==> config.mk <==
export PLATFORM = sky130hd
export DESIGN_NAME = oam_dma
export DESIGN_NICKNAME = d
export VERILOG_FILES = /design/src/rtl/oam_dma.sv
export SDC_FILE = /design/constraint.sdc
export NUM_CORES = 1
export LEC_CHECK = 0
export BUFFER_PORTS_ARGS = -buffer_cell sky130_fd_sc_hd__buf_2
export CAP_MARGIN = 20
export CORE_MARGIN = 8
export CORE_UTILIZATION = 25
export DETAILED_ROUTE_END_ITERATION = 10
export GPL_ROUTABILITY_DRIVEN = 0
export SYNTH_ARGS = -nofsm -noshare
export SYNTH_HDL_FRONTEND = slang
export SYNTH_SLANG_ARGS = --single-unit
==> constraint.sdc <==
create_clock -name I_CLK -period 4.9 [get_ports I_CLK]
set_input_delay 0.49 -clock I_CLK [delete_from_list [all_inputs] [get_ports I_CLK]]
set_output_delay 0.49 -clock I_CLK [all_outputs]
set_load 0.03 [all_outputs]
==> src/rtl/oam_dma.sv <==
// oam_dma: copies XFER_LEN bytes from {src_hi,8'h00} into OAM whenever the CPU writes the DMA register.
// Bus outputs are registered straight from the next-state decode so they always match the current state.
module oam_dma #(
   parameter logic [15:0] DMA_REG_ADDR = 16'hFF46,
   parameter logic [15:0] OAM_BASE     = 16'hFE00,
   parameter int          XFER_LEN     = 160
) (
   input  logic        I_CLK,
   input  logic        I_RESET_L,
   input  logic [15:0] I_CPU_ADDR,
   input  logic [7:0]  I_CPU_DATA,
   input  logic        I_CPU_WE_L,
   input  logic        I_CPU_RE_L,
   output logic [7:0]  O_CPU_DATA,
   output logic        O_CPU_SEL,
   output logic [15:0] O_ADDR,
   output logic        O_RE_L,
   output logic        O_WE_L,
   output logic [7:0]  O_DATA,
   output logic        O_DATA_OE,
   input  logic [7:0]  I_DATA,
   output logic        O_DMA_ACTIVE
);
   typedef enum logic [2:0] {IDLE, START, RD, RD_WAIT, WR, GAP} state_t;
   state_t      state_q, state_d;
   logic [7:0]  src_q, src_d, idx_q, idx_d, data_q, data_d, base_hi;
   logic [15:0] addr_q, addr_d;
   logic        re_q, re_d, we_q, we_d, oe_q, oe_d, act_q, act_d;
   logic        reg_hit, reg_wr, last;
   assign reg_hit    = I_CPU_ADDR == DMA_REG_ADDR;
   assign reg_wr     = reg_hit && !I_CPU_WE_L;
   assign O_CPU_SEL  = reg_hit && (!I_CPU_WE_L || !I_CPU_RE_L);
   assign O_CPU_DATA = reg_hit ? src_q : 8'h00;
   // Echo RAM E000-FDFF mirrors C000-DDFF.
   assign base_hi    = src_d >= 8'hE0 ? src_d - 8'h20 : src_d;
   assign last       = ({1'b0, idx_q} + 9'd1) == 9'(XFER_LEN);
   always_comb begin
      state_d = state_q;
      idx_d   = idx_q;
      data_d  = data_q;
      src_d   = reg_wr ? I_CPU_DATA : src_q;
      case (state_q)
         START:   state_d = RD;
         RD:      state_d = RD_WAIT;
         RD_WAIT: begin
            state_d = WR;
            data_d  = I_DATA;
         end
         WR:      state_d = GAP;
         GAP:     begin
            idx_d   = idx_q + 8'd1;
            state_d = last ? IDLE : RD;
         end
         default: state_d = IDLE;
      endcase
      if (reg_wr) begin
         state_d = START;
         idx_d   = 8'h00;
      end
      re_d   = !(state_d == RD || state_d == RD_WAIT);
      we_d   = state_d != WR;
      oe_d   = state_d == WR;
      act_d  = state_d != IDLE;
      addr_d = !re_d ? {base_hi, 8'h00} + {8'h00, idx_d} : !we_d ? OAM_BASE + {8'h00, idx_d} : 16'h0000;
   end
   always_ff @(posedge I_CLK or negedge I_RESET_L)
      if (!I_RESET_L) begin
         state_q <= IDLE;
         src_q   <= 8'h00;
         idx_q   <= 8'h00;
         data_q  <= 8'h00;
         addr_q  <= 16'h0000;
         re_q    <= 1'b1;
         we_q    <= 1'b1;
         oe_q    <= 1'b0;
         act_q   <= 1'b0;
      end else begin
         state_q <= state_d;
         src_q   <= src_d;
         idx_q   <= idx_d;
         data_q  <= data_d;
         addr_q  <= addr_d;
         re_q    <= re_d;
         we_q    <= we_d;
         oe_q    <= oe_d;
         act_q   <= act_d;
      end
   assign O_ADDR       = addr_q;
   assign O_RE_L       = re_q;
   assign O_WE_L       = we_q;
   assign O_DATA       = data_q;
   assign O_DATA_OE    = oe_q;
   assign O_DMA_ACTIVE = act_q;
endmodule

## Word-level counts from Yosys, hierarchy flattened

Index checks and enable logic that the tools add are counted.

| word-level totals | value |
|---|---|
| flip-flop bits (word level) | 47 |
| input bits | 36 |

| cells by class | value |
|---|---|
| eq/ne operators | 11 |
| add/subtract/negate cells | 5 |
| reductions and logical operators | 8 |
| $lt $le $gt $ge | 1 |
| muxes and demuxes | 10 |

Operators by type and width:

| cell | count |
|---|---|
| $mux W8 | 5 |
| $mux W16 | 2 |
| $add A16 B8 Y16 | 1 |
| $eq A16 B16 Y1 const B | 1 |
| $pmux W3 S5 | 1 |
| $eq A3 B2 Y1 const B | 4 |
| $add A10 B9 Y11 const A | 1 |
| $add A8 B1 Y9 const B | 1 |
| $eq A3 B3 Y1 const B | 3 |
| $eq A9 B8 Y1 const B | 1 |
| $add A8 B1 Y8 const B | 1 |
| $ge A8 B8 Y1 const B | 1 |
| $sub A8 B6 Y8 const B | 1 |
| $eq A3 B1 Y1 const B | 1 |
| $logic_not A1 Y1 | 3 |
| $mux W3 | 1 |
| $ne A3 B3 Y1 const B | 1 |
| $reduce_bool A3 Y1 | 1 |
| $logic_and A1 B1 Y1 | 2 |
| $logic_or A1 B1 Y1 | 2 |
| $mux W2 | 1 |

## Depth between registers and ports, before layout

| depth | value |
|---|---|
| word-level depth | 8 |
| gate-level depth with buffers | 11 |
| mapped depth without buffers | 9 |

## Least setup slack after synthesis

No wires, ideal clock.

| path | value |
|---|---|
| path type | input to output |
| start point | input I_CPU_ADDR[5] |
| end point | output O_CPU_SEL |
| slack | 2.233 ns |
| arrival | 2.177 ns |
| stages on the path | 4 |
| buffers on the path | 1 |
| path through | or4b_1 -> nor4_2 -> buf_4 -> a21boi_0 |

| between the ends | value |
|---|---|
| word-level cells in the longest chain between the ends | 2 |

RTL lines:

| what | line | source |
|---|---|---|
| start: declaration | 10 | `input logic [15:0] I_CPU_ADDR,` |
| $eq A16 B16 Y1 | 30 | `assign reg_hit = I_CPU_ADDR == DMA_REG_ADDR;` |
| $logic_and A1 B1 Y1 | 32 | `assign O_CPU_SEL = reg_hit && (!I_CPU_WE_L \|\| !I_CPU_RE_L);` |
| end: declaration | 15 | `output logic O_CPU_SEL,` |

Every way passes these cells.

## Final worst setup path

| path | value |
|---|---|
| start point | input I_CPU_ADDR[5] |
| end point | register addr_q[14], in the netlist O_ADDR[14] |

| between the ends | value |
|---|---|
| word-level cells in the longest chain between the ends | 7 |
| elaborated cells on any way between the ends | 16 |
| those cells by class | add/sub: 3; order compare: 1; eq/ne: 4; mux: 6; reduce/logical: 2 |

RTL lines:

| what | line | source |
|---|---|---|
| $eq A16 B16 Y1 (*) | 30 |  |
| $logic_and A1 B1 Y1 (*) | 31 | `assign reg_wr = reg_hit && !I_CPU_WE_L;` |
| $mux W8 | 41 | `src_d = reg_wr ? I_CPU_DATA : src_q;` |
| $sub A8 B6 Y8 / $ge A8 B8 Y1 (equally long branches) | 35 | `assign base_hi = src_d >= 8'hE0 ? src_d - 8'h20 : src_d;` |
| $mux W8 | 35 |  |
| $add A16 B8 Y16 | 64 | `addr_d = !re_d ? {base_hi, 8'h00} + {8'h00, idx_d} : !we_d ? OAM_BASE + {8'h00, idx_d} : 16'h0000;` |
| $mux W16 (*) | 64 |  |
| named net addr_d[14] | 27 | `logic [15:0] addr_q, addr_d;` |
| end signal: assignment | 82 | `addr_q <= addr_d;` |
| end: declaration | 27 |  |

The timed path passes the listed nets; every way through them passes the cells marked *.
A chain may end at the register's enable or synchronous reset.

==> impl_summary.txt <==
----------------------------------------------------
[Run status]
  Result of the run ... finished clean

[Worst setup path]
  Worst Reg2Reg Path Length in Cells ... 5
  Startpoint class of the critical path ... input port
  Start of the worst register-to-register path ... state_q[0]
  Critical R2R Capture ... O_ADDR[5]
  Endpoint type of the worst setup path ... flop
  Setup slack of the most critical reg-to-reg path ... 2.53 ns
  WP data required ... 5.13 ns
  Peak fanout along the critical path ... 25
  WS Path Type ... in2reg
  Arr. time, crit path ... 3.49 ns

[STA]
  Setup repair after global routing missed its margin ... false
  Setup TNS Final ... 0 ns
  Final hold viol count ... 0
  Final clock period utilization by the worst path ... 66.5%
  Achievable Freq ... 307 MHz
  Worst relative slew slack ... 47.0%
  Worst clock skew on the final layout ... 0.00968 ns
  Slew at the pin closest to its max-slew limit ... 0.794 ns
  Smallest setup slack after layout ... 1.64 ns
  Final critical delay including setup and external delays ... 3.26 ns
  Final Max Slew Viols ... 0
  # setup viols final ... 0

[Floorplanning]
  DIE HEIGHT ... 110 microns
  Initial standard-cell utilization of the core ... 25.5%
  Horizontal die dimension ... 110 microns
  Placeable Area ... 0.00859 sq mm
  Io pins ... 73
  Row Count ... 34
  Die outline area ... 0.0120 sq mm

[Finish]
  Antenna diode instance count ... 0
  Final-layout fill cell count ... 906
  Fraction of layout instances using a drive strength above 1 ... 34.4%
  Synth-to-Final Area Change ... 24.0%
  Post-layout nets ... 311

[Clocking]
  Hold buffers post-CTS ... 0
  Setup bufs post-CTS ... 0
  Max clock buf depth ... 2
  Num CTS Buffers ... 5
  Reg clk slew, reported paths ... 0.08 ns
  Clock tree root buffer cell ... sky130_fd_sc_hd__clkbuf_8
  CTS tree ... done
  Count of clock tree sinks ... 47
  Maximum level of the CTS H-tree ... 2
  Clock insertion delay at the later pin of the skew report ... 0.30 ns
  CTS resizes ... 0

[Routing]
  Wire length per cell after detailed routing ... 14.2 microns
  Drt via density ... 4.61
  Drt pass-1 iters ... 4
  Number of remaining DRC errors ... 0
  Vias ... 1755
  Count of antenna-violating nets left after detailed routing ... 0
  Violation count after the first detailed-route iteration ... 62
  Total Wirelength ... 5.40 mm

[Pwr]
  Internal Power ... 863 uW
  Switching fraction of total power ... 44.1%
  Sequential share of power ... 40.9%
  Power spent charging and discharging nets ... 680 uW
  P per Cell Area ... 569 mW/mm^2
  Clock network power share ... 14.4%
  Comb pwr share ... 44.7%
  Max IR drop VDD ... 0.145 mV
  Static Leak ... 0.00127 uW

[Synth]
  Register bit total from synthesis ... 47
  Post-synthesis instance area ... 0.00219 sq mm
  Proportion of synthesized chip area in sequential cells ... 53.9%
  Distinct cells, synth ... 39
  Dominant register cell in the synthesized netlist ... sky130_fd_sc_hd__dfrtp_1
  Cell count after synthesis ... 204
  EDFF count, synth ... 0
  Net count after synthesis ... 243
  Average footprint of a synthesized cell ... 10.7 sq um
  Ys Warns ... 0
  Post-synthesis async set-or-reset flop share ... 100%

[Placement]
  HPWL after detailed placement ... 4.10 mm
  Pre-CTS worst setup slack ... 1.30 ns
  # port buffers ... 72

[Global route]
  Largest net degree at the start of global routing ... 48
  Wire length of the first global-routing pass ... 8.62 mm
  All-layer global routing usage ... 9.21%
  Total congestion overflow after global routing ... 0
  Antenna violations before repair ... 0
  Number of global-route vias before repair ... 1816

[Worst hold path]
  Class of the worst hold path ... in2async

[Run]
  Max capacitance violation total ... 0

----------------------------------------------------
[synthesized netlist by cell type, drive strengths merged (2+ instances only)]
| cell type | number | area [sq um] |
|---|---|---|
| xor2 | 4 | 35.0 |
| nand2b | 4 | 25.0 |
| a21oi | 12 | 60.1 |
| a21o | 2 | 15.0 |
| nand4 | 4 | 25.0 |
| and2 | 8 | 50.1 |
| nor2b | 2 | 12.5 |
| nand3 | 6 | 30.0 |
| ha | 3 | 37.5 |
| nor3 | 3 | 15.0 |
| o211ai | 7 | 52.6 |
| dfstp | 2 | 52.6 |
| xnor2 | 6 | 52.6 |
| a21boi | 4 | 30.0 |
| inv | 4 | 15.0 |
| a211oi | 6 | 45.0 |
| nor4 | 5 | 43.8 |
| o21ai | 10 | 50.1 |
| clkbuf | 5 | 20.0 |
| mux2 | 8 | 90.1 |
| buf | 8 | 62.6 |
| nor2 | 12 | 45.0 |
| nand2 | 24 | 90.1 |
| dfrtp | 45 | 1130 |
| a31oi | 2 | 12.5 |
[final cells by class]
class	instances	area (sq um)	share of cell area, %
Clock buffer	6	72.6	2.68
Tap cell	108	135	4.98
Timing Repair Buffer	74	388	14.3
Sequential cell	47	1180	43.5
Inverter	4	15.0	0.554
Clock inverter	2	12.5	0.461
Multi-Input combinational cell	140	911	33.6
[per-stage QoR]
| stage | power [uW] | instances | cell area (sq um) | hold slack, ns | utilization [%] |
|---|---|---|---|---|---|
| final | 1540 | 381 | 2710 | 0.113 | 31.6 |
| after global routing | 1660 | 381 | 2710 | 0.123 | 31.6 |
| after CTS | 1570 | 380 | 2690 | 0.383 | 31.3 |
| after detailed placement | 1340 | 372 | 2610 | 0.490 | 30.3 |
| after global placement | 1330 | 372 | 2610 | 0.481 | 30.3 |
| after floorplan | 1130 | 204 | 2190 | 0.194 | - |
[power by group through the flow]
stage                     combinational [uW]  clock [uW]  sequential [uW]
after global placement                   693           0              636
after floorplan                          332           0              801
after CTS                                702         234              632
after global routing                     755         250              651
final                                    689         222              632
after detailed placement                 701           0              639
[worst max-delay path by stage]
stage / from / endpoint / cells past startpoint
2_1_floorplan: I_CPU_ADDR[5] / O_CPU_SEL / 4
6_report: I_CPU_ADDR[5] / O_ADDR[14] / 11
4_1_cts: I_CPU_ADDR[5] / O_ADDR[14] / 11
5_1_grt: I_CPU_ADDR[5] / O_ADDR[14] / 11
3_5_place_dp: I_CPU_ADDR[5] / O_ADDR[14] / 11
3_3_place_gp: I_CPU_ADDR[5] / O_ADDR[14] / 11
[per-layer routing]
layer  vias up  wire length, microns  track usage (%)
li1        847                     -                -
met1       830                  2350             10.9
met2        73                  2460             14.5
met3         5                   523             3.93
met4         0                    63             3.66
met5         -                     0                0
[kinds of logic after synthesis]
| logic type | Yosys count | share of synthesized area, % |
|---|---|---|
| and+or+nand+nor | 72 | 17.0 |
| DFF | 47 | 53.9 |
| AOI/OAI and AO/OA | 46 | 14.3 |
| buffers and inverters | 17 | 4.46 |
| xor gates and xnor gates | 10 | 4.00 |
| muxes | 9 | 4.58 |
| adders and majority gates | 3 | 1.72 |
[sequential cells by signal, summed over array words and instances (netlist names)]
signal	cells
O_WE_L	1
src_q	8
idx_q	8
O_RE_L	1
O_ADDR	16
O_DATA_OE	1
O_DATA	8
O_DMA_ACTIVE	1
state_q	3
[critical path, stage by stage]
cell and delay (ns):
sky130_fd_sc_hd__buf_2 0.09, sky130_fd_sc_hd__or4b_1 0.53, sky130_fd_sc_hd__nor4_2 0.61, sky130_fd_sc_hd__and2b_1 0.44, sky130_fd_sc_hd__buf_4 0.34, sky130_fd_sc_hd__nor2_1 0.09, sky130_fd_sc_hd__a21oi_1 0.12, sky130_fd_sc_hd__ha_1 0.25
sky130_fd_sc_hd__a31oi_1 0.23, sky130_fd_sc_hd__o211ai_1 0.12, sky130_fd_sc_hd__a21oi_1 0.17
[layout by cell type, fill, tap and decap left out, types with 2 or more instances in the layout]
master	Yosys	final
sky130_fd_sc_hd__nor2b_1	2	2
sky130_fd_sc_hd__nand4_1	4	4
sky130_fd_sc_hd__clkbuf_8	0	5
sky130_fd_sc_hd__o21ai_0	8	8
sky130_fd_sc_hd__buf_2	2	72
sky130_fd_sc_hd__nand2b_1	4	4
sky130_fd_sc_hd__xnor2_1	6	6
sky130_fd_sc_hd__dfrtp_1	45	45
sky130_fd_sc_hd__a21oi_1	12	12
sky130_fd_sc_hd__mux2_2	8	8
sky130_fd_sc_hd__xor2_1	4	4
sky130_fd_sc_hd__o21ai_1	2	2
sky130_fd_sc_hd__o211ai_1	7	7
sky130_fd_sc_hd__a31oi_1	2	2
sky130_fd_sc_hd__nor3_1	3	3
sky130_fd_sc_hd__a211oi_1	6	6
sky130_fd_sc_hd__nand2_1	24	24
sky130_fd_sc_hd__and2_1	8	8
sky130_fd_sc_hd__nor2_1	12	12
sky130_fd_sc_hd__ha_1	3	3
sky130_fd_sc_hd__a21o_1	2	2
sky130_fd_sc_hd__a21boi_0	4	4
sky130_fd_sc_hd__nand3_1	6	6
sky130_fd_sc_hd__nor4_2	2	2
sky130_fd_sc_hd__inv_1	4	4
sky130_fd_sc_hd__dfstp_2	2	2
sky130_fd_sc_hd__nor4_1	3	3
Power figures use the tool's default switching activity.
